<file path="src/rtl/issueq_freelist_ctrl_pkg.sv">
// rtl/issueq_freelist_ctrl_pkg.sv - shared issue-queue reclaimer constants and slice helpers
package issueq_freelist_ctrl_pkg;

    localparam int unsigned IQ_ENTRIES     = 64;
    localparam int unsigned IQ_ENTRIES_LOG = 6;
    localparam int unsigned IQ_GRANT_PORTS = 4;
    localparam int unsigned IQ_FREE_PORTS  = 4;

    function automatic int unsigned blkSize(input int unsigned entries, input int unsigned ports);
        return entries / ports;
    endfunction

    localparam int unsigned IQ_BLK = blkSize(IQ_ENTRIES, IQ_FREE_PORTS);

    // Lowest bit of port `port` inside a packed per-port bus of `width`-bit fields.
    function automatic int unsigned portLsb(input int unsigned port, input int unsigned width);
        return port * width;
    endfunction

endpackage

</file>
<file path="src/rtl/issueq_freelist_ctrl_if.sv">
// rtl/issueq_freelist_ctrl_if.sv - grant/mispredict inputs and reclaim handshake bundle
interface issueq_freelist_ctrl_if
    import issueq_freelist_ctrl_pkg::*;
#(
    parameter int unsigned ENTRIES     = IQ_ENTRIES,
    parameter int unsigned ENTRIES_LOG = IQ_ENTRIES_LOG,
    parameter int unsigned GRANT_PORTS = IQ_GRANT_PORTS,
    parameter int unsigned FREE_PORTS  = IQ_FREE_PORTS
) ();

    logic                              ctrlMispredict_i;
    logic [ENTRIES-1:0]                mispredictVector_i;
    logic                              flush_i;
    logic [GRANT_PORTS*ENTRIES_LOG-1:0] grantedEntry_i;
    logic [GRANT_PORTS-1:0]            grantedValid_i;
    logic [FREE_PORTS*ENTRIES_LOG-1:0] freedEntry_o;
    logic [FREE_PORTS-1:0]             freedValid_o;
    logic [FREE_PORTS-1:0]             freedReady_i;
    logic [ENTRIES_LOG:0]              pendingCount_o;
    logic                              dupFree_o;

    modport slave (
        input  ctrlMispredict_i, mispredictVector_i, flush_i,
        input  grantedEntry_i, grantedValid_i, freedReady_i,
        output freedEntry_o, freedValid_o, pendingCount_o, dupFree_o
    );

    modport master (
        output ctrlMispredict_i, mispredictVector_i, flush_i,
        output grantedEntry_i, grantedValid_i, freedReady_i,
        input  freedEntry_o, freedValid_o, pendingCount_o, dupFree_o
    );

endinterface

</file>
<file path="src/rtl/issueq_blk_prio_sel.sv">
// rtl/issueq_blk_prio_sel.sv - BLK-wide lowest-set-bit selector
module issueq_blk_prio_sel #(
    parameter int unsigned BLK  = 16,
    parameter int unsigned OFFW = 4
) (
    input  logic [BLK-1:0]  reqVec,
    output logic            valid,
    output logic [OFFW-1:0] offset
);

    // Descending scan so the last hit written is the lowest index.
    always_comb begin
        offset = '0;
        for (int i = int'(BLK) - 1; i >= 0; i--) begin
            if (reqVec[i]) offset = OFFW'(i);
        end
    end

    assign valid = |reqVec;

endmodule

</file>
<file path="src/rtl/issueq_freelist_ctrl.sv">
// rtl/issueq_freelist_ctrl.sv - issue-queue free-entry reclaimer; optional ISSUEQ_FREELIST_DUPCHK_EN double-free check
module issueq_freelist_ctrl
    import issueq_freelist_ctrl_pkg::*;
#(
    parameter int unsigned ENTRIES     = IQ_ENTRIES,
    parameter int unsigned ENTRIES_LOG = IQ_ENTRIES_LOG,
    parameter int unsigned GRANT_PORTS = IQ_GRANT_PORTS,
    parameter int unsigned FREE_PORTS  = IQ_FREE_PORTS
) (
    input  logic                   clock,
    input  logic                   reset,
    issueq_freelist_ctrl_if.slave  bus
);

    localparam int unsigned BLK  = blkSize(ENTRIES, FREE_PORTS);
    localparam int unsigned OFFW = (BLK > 1) ? $clog2(BLK) : 1;
    localparam int unsigned EL   = ENTRIES_LOG;

    logic [ENTRIES-1:0]       pendVec;
    logic [ENTRIES-1:0]       grantVec;
    logic [ENTRIES-1:0]       acceptVec;
    logic [ENTRIES-1:0]       nextVec;
    logic [EL:0]              pendingCount;
    logic [FREE_PORTS-1:0]    offerValid;
    logic [FREE_PORTS*EL-1:0] offerEntry;
    logic                     dupFree;

    function automatic logic [EL:0] popCount(input logic [ENTRIES-1:0] v);
        logic [EL:0] c;
        c = '0;
        for (int i = 0; i < int'(ENTRIES); i++) c = c + {{EL{1'b0}}, v[i]};
        return c;
    endfunction

    for (genvar p = 0; p < int'(FREE_PORTS); p++) begin : g_port
        logic [OFFW-1:0] offset;

        issueq_blk_prio_sel #(
            .BLK  (BLK),
            .OFFW (OFFW)
        ) u_sel (
            .reqVec (pendVec[portLsb(p, BLK) +: BLK]),
            .valid  (offerValid[p]),
            .offset (offset)
        );

        assign offerEntry[portLsb(p, EL) +: EL] =
            offerValid[p] ? (EL'(portLsb(p, BLK)) + EL'(offset)) : '0;
    end

    // Grant beats accept so a same-cycle release and re-grant keeps the entry pending.
    always_comb begin
        grantVec  = '0;
        acceptVec = '0;
        for (int g = 0; g < int'(GRANT_PORTS); g++) begin
            if (bus.grantedValid_i[g]) grantVec[bus.grantedEntry_i[portLsb(g, EL) +: EL]] = 1'b1;
        end
        for (int p = 0; p < int'(FREE_PORTS); p++) begin
            if (offerValid[p] && bus.freedReady_i[p]) acceptVec[offerEntry[portLsb(p, EL) +: EL]] = 1'b1;
        end
        nextVec = bus.flush_i ? '0 :
                  (grantVec | (~acceptVec & (pendVec |
                   ({ENTRIES{bus.ctrlMispredict_i}} & bus.mispredictVector_i))));
    end

    always_ff @(posedge clock) begin
        if (reset) begin
            pendVec      <= '0;
            pendingCount <= '0;
        end else begin
            pendVec      <= nextVec;
            pendingCount <= popCount(nextVec);
        end
    end

`ifdef ISSUEQ_FREELIST_DUPCHK_EN
    logic dupHit;
    assign dupHit = (|(grantVec & pendVec & ~acceptVec)) ||
                    (bus.ctrlMispredict_i && (|(bus.mispredictVector_i & pendVec)));

    always_ff @(posedge clock) begin
        if (reset)       dupFree <= 1'b0;
        else if (dupHit) dupFree <= 1'b1;
    end
`else
    assign dupFree = 1'b0;
`endif

    assign bus.freedValid_o   = offerValid;
    assign bus.freedEntry_o   = offerEntry;
    assign bus.pendingCount_o = pendingCount;
    assign bus.dupFree_o      = dupFree;

endmodule

</file>
<file path="src/flat_wrapper.sv">
// flat-port wrapper written by rule: the top's interface ports become plain ports
module issueq_freelist_ctrl_flat import issueq_freelist_ctrl_pkg::*;
#(
    parameter int unsigned ENTRIES     = IQ_ENTRIES,
    parameter int unsigned ENTRIES_LOG = IQ_ENTRIES_LOG,
    parameter int unsigned GRANT_PORTS = IQ_GRANT_PORTS,
    parameter int unsigned FREE_PORTS  = IQ_FREE_PORTS
)
  (clock, reset, bus_ctrlMispredict_i, bus_mispredictVector_i, bus_flush_i, bus_grantedEntry_i, bus_grantedValid_i, bus_freedReady_i, bus_freedEntry_o, bus_freedValid_o, bus_pendingCount_o, bus_dupFree_o);
  issueq_freelist_ctrl_if #(.ENTRIES(ENTRIES), .ENTRIES_LOG(ENTRIES_LOG), .GRANT_PORTS(GRANT_PORTS), .FREE_PORTS(FREE_PORTS)) bus_i ();
  input  logic clock;
  input  logic reset;
  input wire logic [$bits(bus_i.ctrlMispredict_i)-1:0] bus_ctrlMispredict_i;
  input wire logic [$bits(bus_i.mispredictVector_i)-1:0] bus_mispredictVector_i;
  input wire logic [$bits(bus_i.flush_i)-1:0] bus_flush_i;
  input wire logic [$bits(bus_i.grantedEntry_i)-1:0] bus_grantedEntry_i;
  input wire logic [$bits(bus_i.grantedValid_i)-1:0] bus_grantedValid_i;
  input wire logic [$bits(bus_i.freedReady_i)-1:0] bus_freedReady_i;
  output wire logic [$bits(bus_i.freedEntry_o)-1:0] bus_freedEntry_o;
  output wire logic [$bits(bus_i.freedValid_o)-1:0] bus_freedValid_o;
  output wire logic [$bits(bus_i.pendingCount_o)-1:0] bus_pendingCount_o;
  output wire logic [$bits(bus_i.dupFree_o)-1:0] bus_dupFree_o;
  assign bus_i.ctrlMispredict_i = bus_ctrlMispredict_i;
  assign bus_i.mispredictVector_i = bus_mispredictVector_i;
  assign bus_i.flush_i = bus_flush_i;
  assign bus_i.grantedEntry_i = bus_grantedEntry_i;
  assign bus_i.grantedValid_i = bus_grantedValid_i;
  assign bus_i.freedReady_i = bus_freedReady_i;
  assign bus_freedEntry_o = bus_i.freedEntry_o;
  assign bus_freedValid_o = bus_i.freedValid_o;
  assign bus_pendingCount_o = bus_i.pendingCount_o;
  assign bus_dupFree_o = bus_i.dupFree_o;
  issueq_freelist_ctrl #(.ENTRIES(ENTRIES), .ENTRIES_LOG(ENTRIES_LOG), .GRANT_PORTS(GRANT_PORTS), .FREE_PORTS(FREE_PORTS)) u_core (.clock(clock), .reset(reset), .bus(bus_i));
endmodule
</file>
<file path="config.mk">
export PLATFORM = sky130hd
export DESIGN_NAME = issueq_freelist_ctrl_flat
export DESIGN_NICKNAME = d
export VERILOG_FILES = /design/src/rtl/issueq_freelist_ctrl_pkg.sv /design/src/rtl/issueq_freelist_ctrl_if.sv /design/src/rtl/issueq_blk_prio_sel.sv /design/src/rtl/issueq_freelist_ctrl.sv /design/src/flat_wrapper.sv
export SDC_FILE = /design/constraint.sdc
export NUM_CORES = 1
export LEC_CHECK = 0
export ABC_CLOCK_PERIOD_IN_PS = 12100
export CORE_AREA = 2 2 140 196
export DETAILED_ROUTE_END_ITERATION = 10
export DIE_AREA = 0 0 142 198
export PLACE_DENSITY = 0.55
export SYNTH_ARGS = -nofsm -noshare
export SYNTH_HDL_FRONTEND = slang
export SYNTH_SLANG_ARGS = --single-unit
</file>
<file path="constraint.sdc">
create_clock -name clock -period 12.1 [get_ports clock]
set_input_delay 2.42 -clock clock [delete_from_list [all_inputs] [get_ports clock]]
set_output_delay 2.42 -clock clock [all_outputs]
set_load 0.01 [all_outputs]
</file>
==> Implementation_results.wiki <==
{| class="wikitable"
! Metric !! Value
|-
| Total core area || 0.0266 mm2
|-
| Post-route worst setup slack || 1.46 ns
|-
| Post-cts hold buffer count || 0
|-
| Worst Max-Slew Pin Slew || 1.20 ns
|-
| Post-CTS Setup Inserts || 0
|-
| Final estimated routing congestion in global placement || 0.981
|-
| Register area share after synthesis || 16.1%
|-
| Reg2Reg Launch Point || u_core.pendVec[17]$_SDFF_PP0_
|-
| VDD IR max || 0.202 mV
|-
| Share of final-layout standard cells stronger than drive strength 1 || 6.30%
|-
| Routed WL || 40.1 mm
|-
| TritonCTS buffer count || 9
|-
| Average wire length per cell after detail routing || 25.9 um
|-
| Part of the power in the clock network || 16.5%
|-
| Count of endpoints failing setup in the final report || 0
|-
| Number of routed nets with antenna violations || 0
|-
| Internal Dissipation || 0.936 mW
|-
| Required @ worst endpoint || 12.40 ns
|-
| Maximum number of pins on one net before global-route repair || 62
|-
| Number of top-level pins || 136
|-
| Final nets || 1387
|-
| Period utilization || 88.0%
|-
| Sinks on the clock net || 71
|-
| Number of iterations in the first detailed-routing pass || 6
|-
| Switching power total || 0.785 mW
|-
| Relative contribution of combinational cells to total power || 67.5%
|-
| Area of the die || 0.0281 mm2
|-
| Class of the worst hold path || flip-flop to flip-flop
|-
| Switching part of the total || 45.6%
|-
| Number of H-tree levels || 3
|-
| Synth top area cells || sky130_fd_sc_hd__dfxtp_1, sky130_fd_sc_hd__fa_1, sky130_fd_sc_hd__o22ai_1
|-
| Average cell area after synthesis || 7.63 um2
|-
| Count of port buffers added during placement || 130
|-
| Per-cell via count in the routed design || 6.32
|-
| Register bit total from synthesis || 71
|-
| CTS tree || yes
|-
| Area grow syn2layout || 18.9%
|-
| Yosys warns || 0
|-
| Crit Path Category || input pin to flip-flop
|-
| Most repeated cell in the gate-level netlist after synthesis || sky130_fd_sc_hd__nor2_1
|-
| Leakage || 3.83 nW
|-
| Row cnt || 71
|-
| Share of total power in sequential cells || 16.0%
|-
| Fin Clk Skew || 0.0144 ns
|-
| Async SR Flop Fraction || 0%
|-
| Portion of synthesized cell area occupied by the leading cell type || 16.1%
|-
| Post-layout util || 39.5%
|-
| Initial core utilization || 33.2%
|-
| Die width || 142 um
|-
| Unrepaired setup endpoints after global routing || no
|-
| Type of element launching the critical path || input pin
|-
| Pre-CTS worst setup slack || 1.23 ns
|-
| DR vias || 9793
|-
| Post-synth design cell area || 0.00882 mm2
|-
| Endpoint kind of the worst setup timing path || flip-flop
|-
| Critical Path Source || bus_grantedEntry_i[20]
|-
| Top flip-flop cell by instance count after synthesis || sky130_fd_sc_hd__dfxtp_1
|-
| Die boundary height || 198 um
|-
| Synth area leader || sky130_fd_sc_hd__dfxtp_1
|-
| Total overflow reported by the global router || 0
|-
| Clock transition at the registers of the reported paths || 0.07 ns
|-
| Most prevalent standard cell on the critical path || sky130_fd_sc_hd__fa_1
|-
| Highest achievable clock rate || 0.0939 GHz
|-
| Final sum of negative setup slack || 0 ns
|-
| Number of gates resized after cts || 0
|-
| Most frequent cells after synthesis || sky130_fd_sc_hd__nor2_1, sky130_fd_sc_hd__a21oi_1, sky130_fd_sc_hd__inv_1, sky130_fd_sc_hd__o22ai_1, sky130_fd_sc_hd__dfxtp_1
|-
| Post-synth EDFFs || 0
|-
| Root buffer cell || sky130_fd_sc_hd__clkbuf_16
|-
| Crit path time final || 10.64 ns
|-
| Power per unit of standard cell area || 164 mW/mm2
|-
| Post-detailed-placement half-perimeter wirelength || 31.1 mm
|-
| Max-cap check violation count || 0
|-
| Final hold violations || 0
|-
| Critical path arrival || 10.95 ns
|-
| Critical Path Fanout Max || 13
|-
| Number of global-route vias before repair || 9836
|-
| Global-route wire length before repair || 60.1 mm
|-
| Gr usage total || 28.5%
|-
| Hold_sp || u_core.pendVec[47]$_SDFF_PP0_
|-
| Longest individual stage delay on the worst path || 0.89 ns
|-
| Relative slew slack || 19.4%
|-
| Remaining DRCs || 0
|-
| Clock network latency to the later pin of the worst-skew pair || 0.36 ns
|-
| Distinct cell type count after synthesis || 88
|-
| Number of antenna violations at the first check in global routing || 0
|-
| Overall Power || 1.72 mW
|-
| 1st-iter DRT viols || 809
|-
| Number of pins exceeding their max-slew limit in the final report || 0
|-
| Slowest cell on the critical path || sky130_fd_sc_hd__a311oi_1
|-
| Flop-to-flop setup slack || 3.86 ns
|-
| Cell count after synthesis || 1156
|-
| Antenna cells || 0
|-
| Bufs on Longest Clock Path || 2
|-
| Status || completed
|}
-- path summary, 6_finish.rpt --
| check | cells after the start | end |
|---|---|---|
| hold reg to reg | 2 | u_core.pendVec[47]$_SDFF_PP0_ |
| setup / recovery | 26 | u_core.bus.pendingCount_o[5]$_SDFF_PP0_ |
| setup reg to reg | 25 | u_core.bus.pendingCount_o[5]$_SDFF_PP0_ |
| hold / removal | 2 | u_core.pendVec[47]$_SDFF_PP0_ |
-- per-layer routing --
metal | up-vias | track usage (%) | part of all wire, % | wire length [um]
li1 | 4500 | - | - | -
met4 | 0 | 15.6 | 5.8 | 2340
met3 | 117 | 4.40 | 6.3 | 2520
met2 | 449 | 50.2 | 49 | 19800
met1 | 4727 | 32.9 | 39 | 15500
met5 | - | 0 | 0 | 0
-- per-stage QoR --
step           hold slack [ns]  cell area (um2)  cells
2_1_floorplan            0.563             8840   1160
3_3_place_gp             0.619            10200   1534
3_5_place_dp             0.613            10200   1534
4_1_cts                  0.623            10500   1550
5_1_grt                  0.679            10500   1550
6_report                 0.611            10500   1550
-- layout make-up --
| class | count | area (um2) |
|---|---|---|
| Sequential cell | 71 | 1420 |
| Inverter | 80 | 300 |
| Clock buffer | 10 | 229 |
| Clock inverter | 6 | 70.1 |
| Timing Repair Buffer | 140 | 1370 |
| Tap cell | 328 | 410 |
| Multi-Input combinational cell | 915 | 6700 |
| Fill cell | 2765 | 16100 |
-- logic make-up (layout without fill, tap and decap cells) --
| logic type | after synthesis | after routing | synth area share [%] |
|---|---|---|---|
| other | 1 | 5 | 0.0425 |
| and+or+nand+nor | 437 | 437 | 29.3 |
| buffers and inverters | 174 | 236 | 8.31 |
| DFF | 71 | 71 | 16.1 |
| AOI/OAI and AO/OA | 401 | 401 | 31.5 |
| xor gates and xnor gates | 2 | 2 | 0.199 |
| adders and majority gates | 70 | 70 | 14.5 |
-- worst max-delay path, delay by kind of cell --
kind	cells	cell delay, ns
compound gates	5	1.63
simple gates	5	1.41
fa+ha+maj	9	4.30
buf+inv	7	1.20
-- layout by cell type, fill, tap and decap left out, types with 6 or more instances in the layout --
cell type,instances
sky130_fd_sc_hd__clkdlybuf4s50_1,128
sky130_fd_sc_hd__nor2_1,114
sky130_fd_sc_hd__a21oi_1,98
sky130_fd_sc_hd__inv_1,80
sky130_fd_sc_hd__o22ai_1,79
sky130_fd_sc_hd__dfxtp_1,71
sky130_fd_sc_hd__fa_1,54
sky130_fd_sc_hd__nor3_1,48
sky130_fd_sc_hd__nand2_1,45
sky130_fd_sc_hd__a211oi_1,32
sky130_fd_sc_hd__a21o_1,27
sky130_fd_sc_hd__o21ai_0,25
sky130_fd_sc_hd__nor4_1,21
sky130_fd_sc_hd__o31ai_1,19
sky130_fd_sc_hd__nand3_1,19
sky130_fd_sc_hd__nand3b_1,19
sky130_fd_sc_hd__nand2b_1,17
sky130_fd_sc_hd__nand4b_1,16
sky130_fd_sc_hd__or2_2,16
sky130_fd_sc_hd__ha_1,16
sky130_fd_sc_hd__nor3b_1,13
sky130_fd_sc_hd__o21a_1,13
sky130_fd_sc_hd__nor2b_1,11
sky130_fd_sc_hd__nand4bb_1,11
sky130_fd_sc_hd__nand4_1,10
sky130_fd_sc_hd__buf_4,10
sky130_fd_sc_hd__a311oi_1,9
sky130_fd_sc_hd__clkbuf_16,9
sky130_fd_sc_hd__or3_1,8
sky130_fd_sc_hd__or4_1,8
sky130_fd_sc_hd__a31oi_1,8
sky130_fd_sc_hd__and3_1,6
-- power by group through the flow --
stage / clock network [mW] / registers, mW / logic, mW
4_1_cts: 0.288 / 0.275 / 1.19
6_report: 0.284 / 0.275 / 1.16
5_1_grt: 0.296 / 0.277 / 1.37
2_1_floorplan: 0 / 0.276 / 0.879
3_3_place_gp: 0 / 0.280 / 1.17
3_5_place_dp: 0 / 0.280 / 1.17
-- flip-flops by register name (all words and copies together) (netlist names) --
name                       cells
u_core.bus.pendingCount_o      7
u_core.pendVec                64
Power figures use the tool's default switching activity.
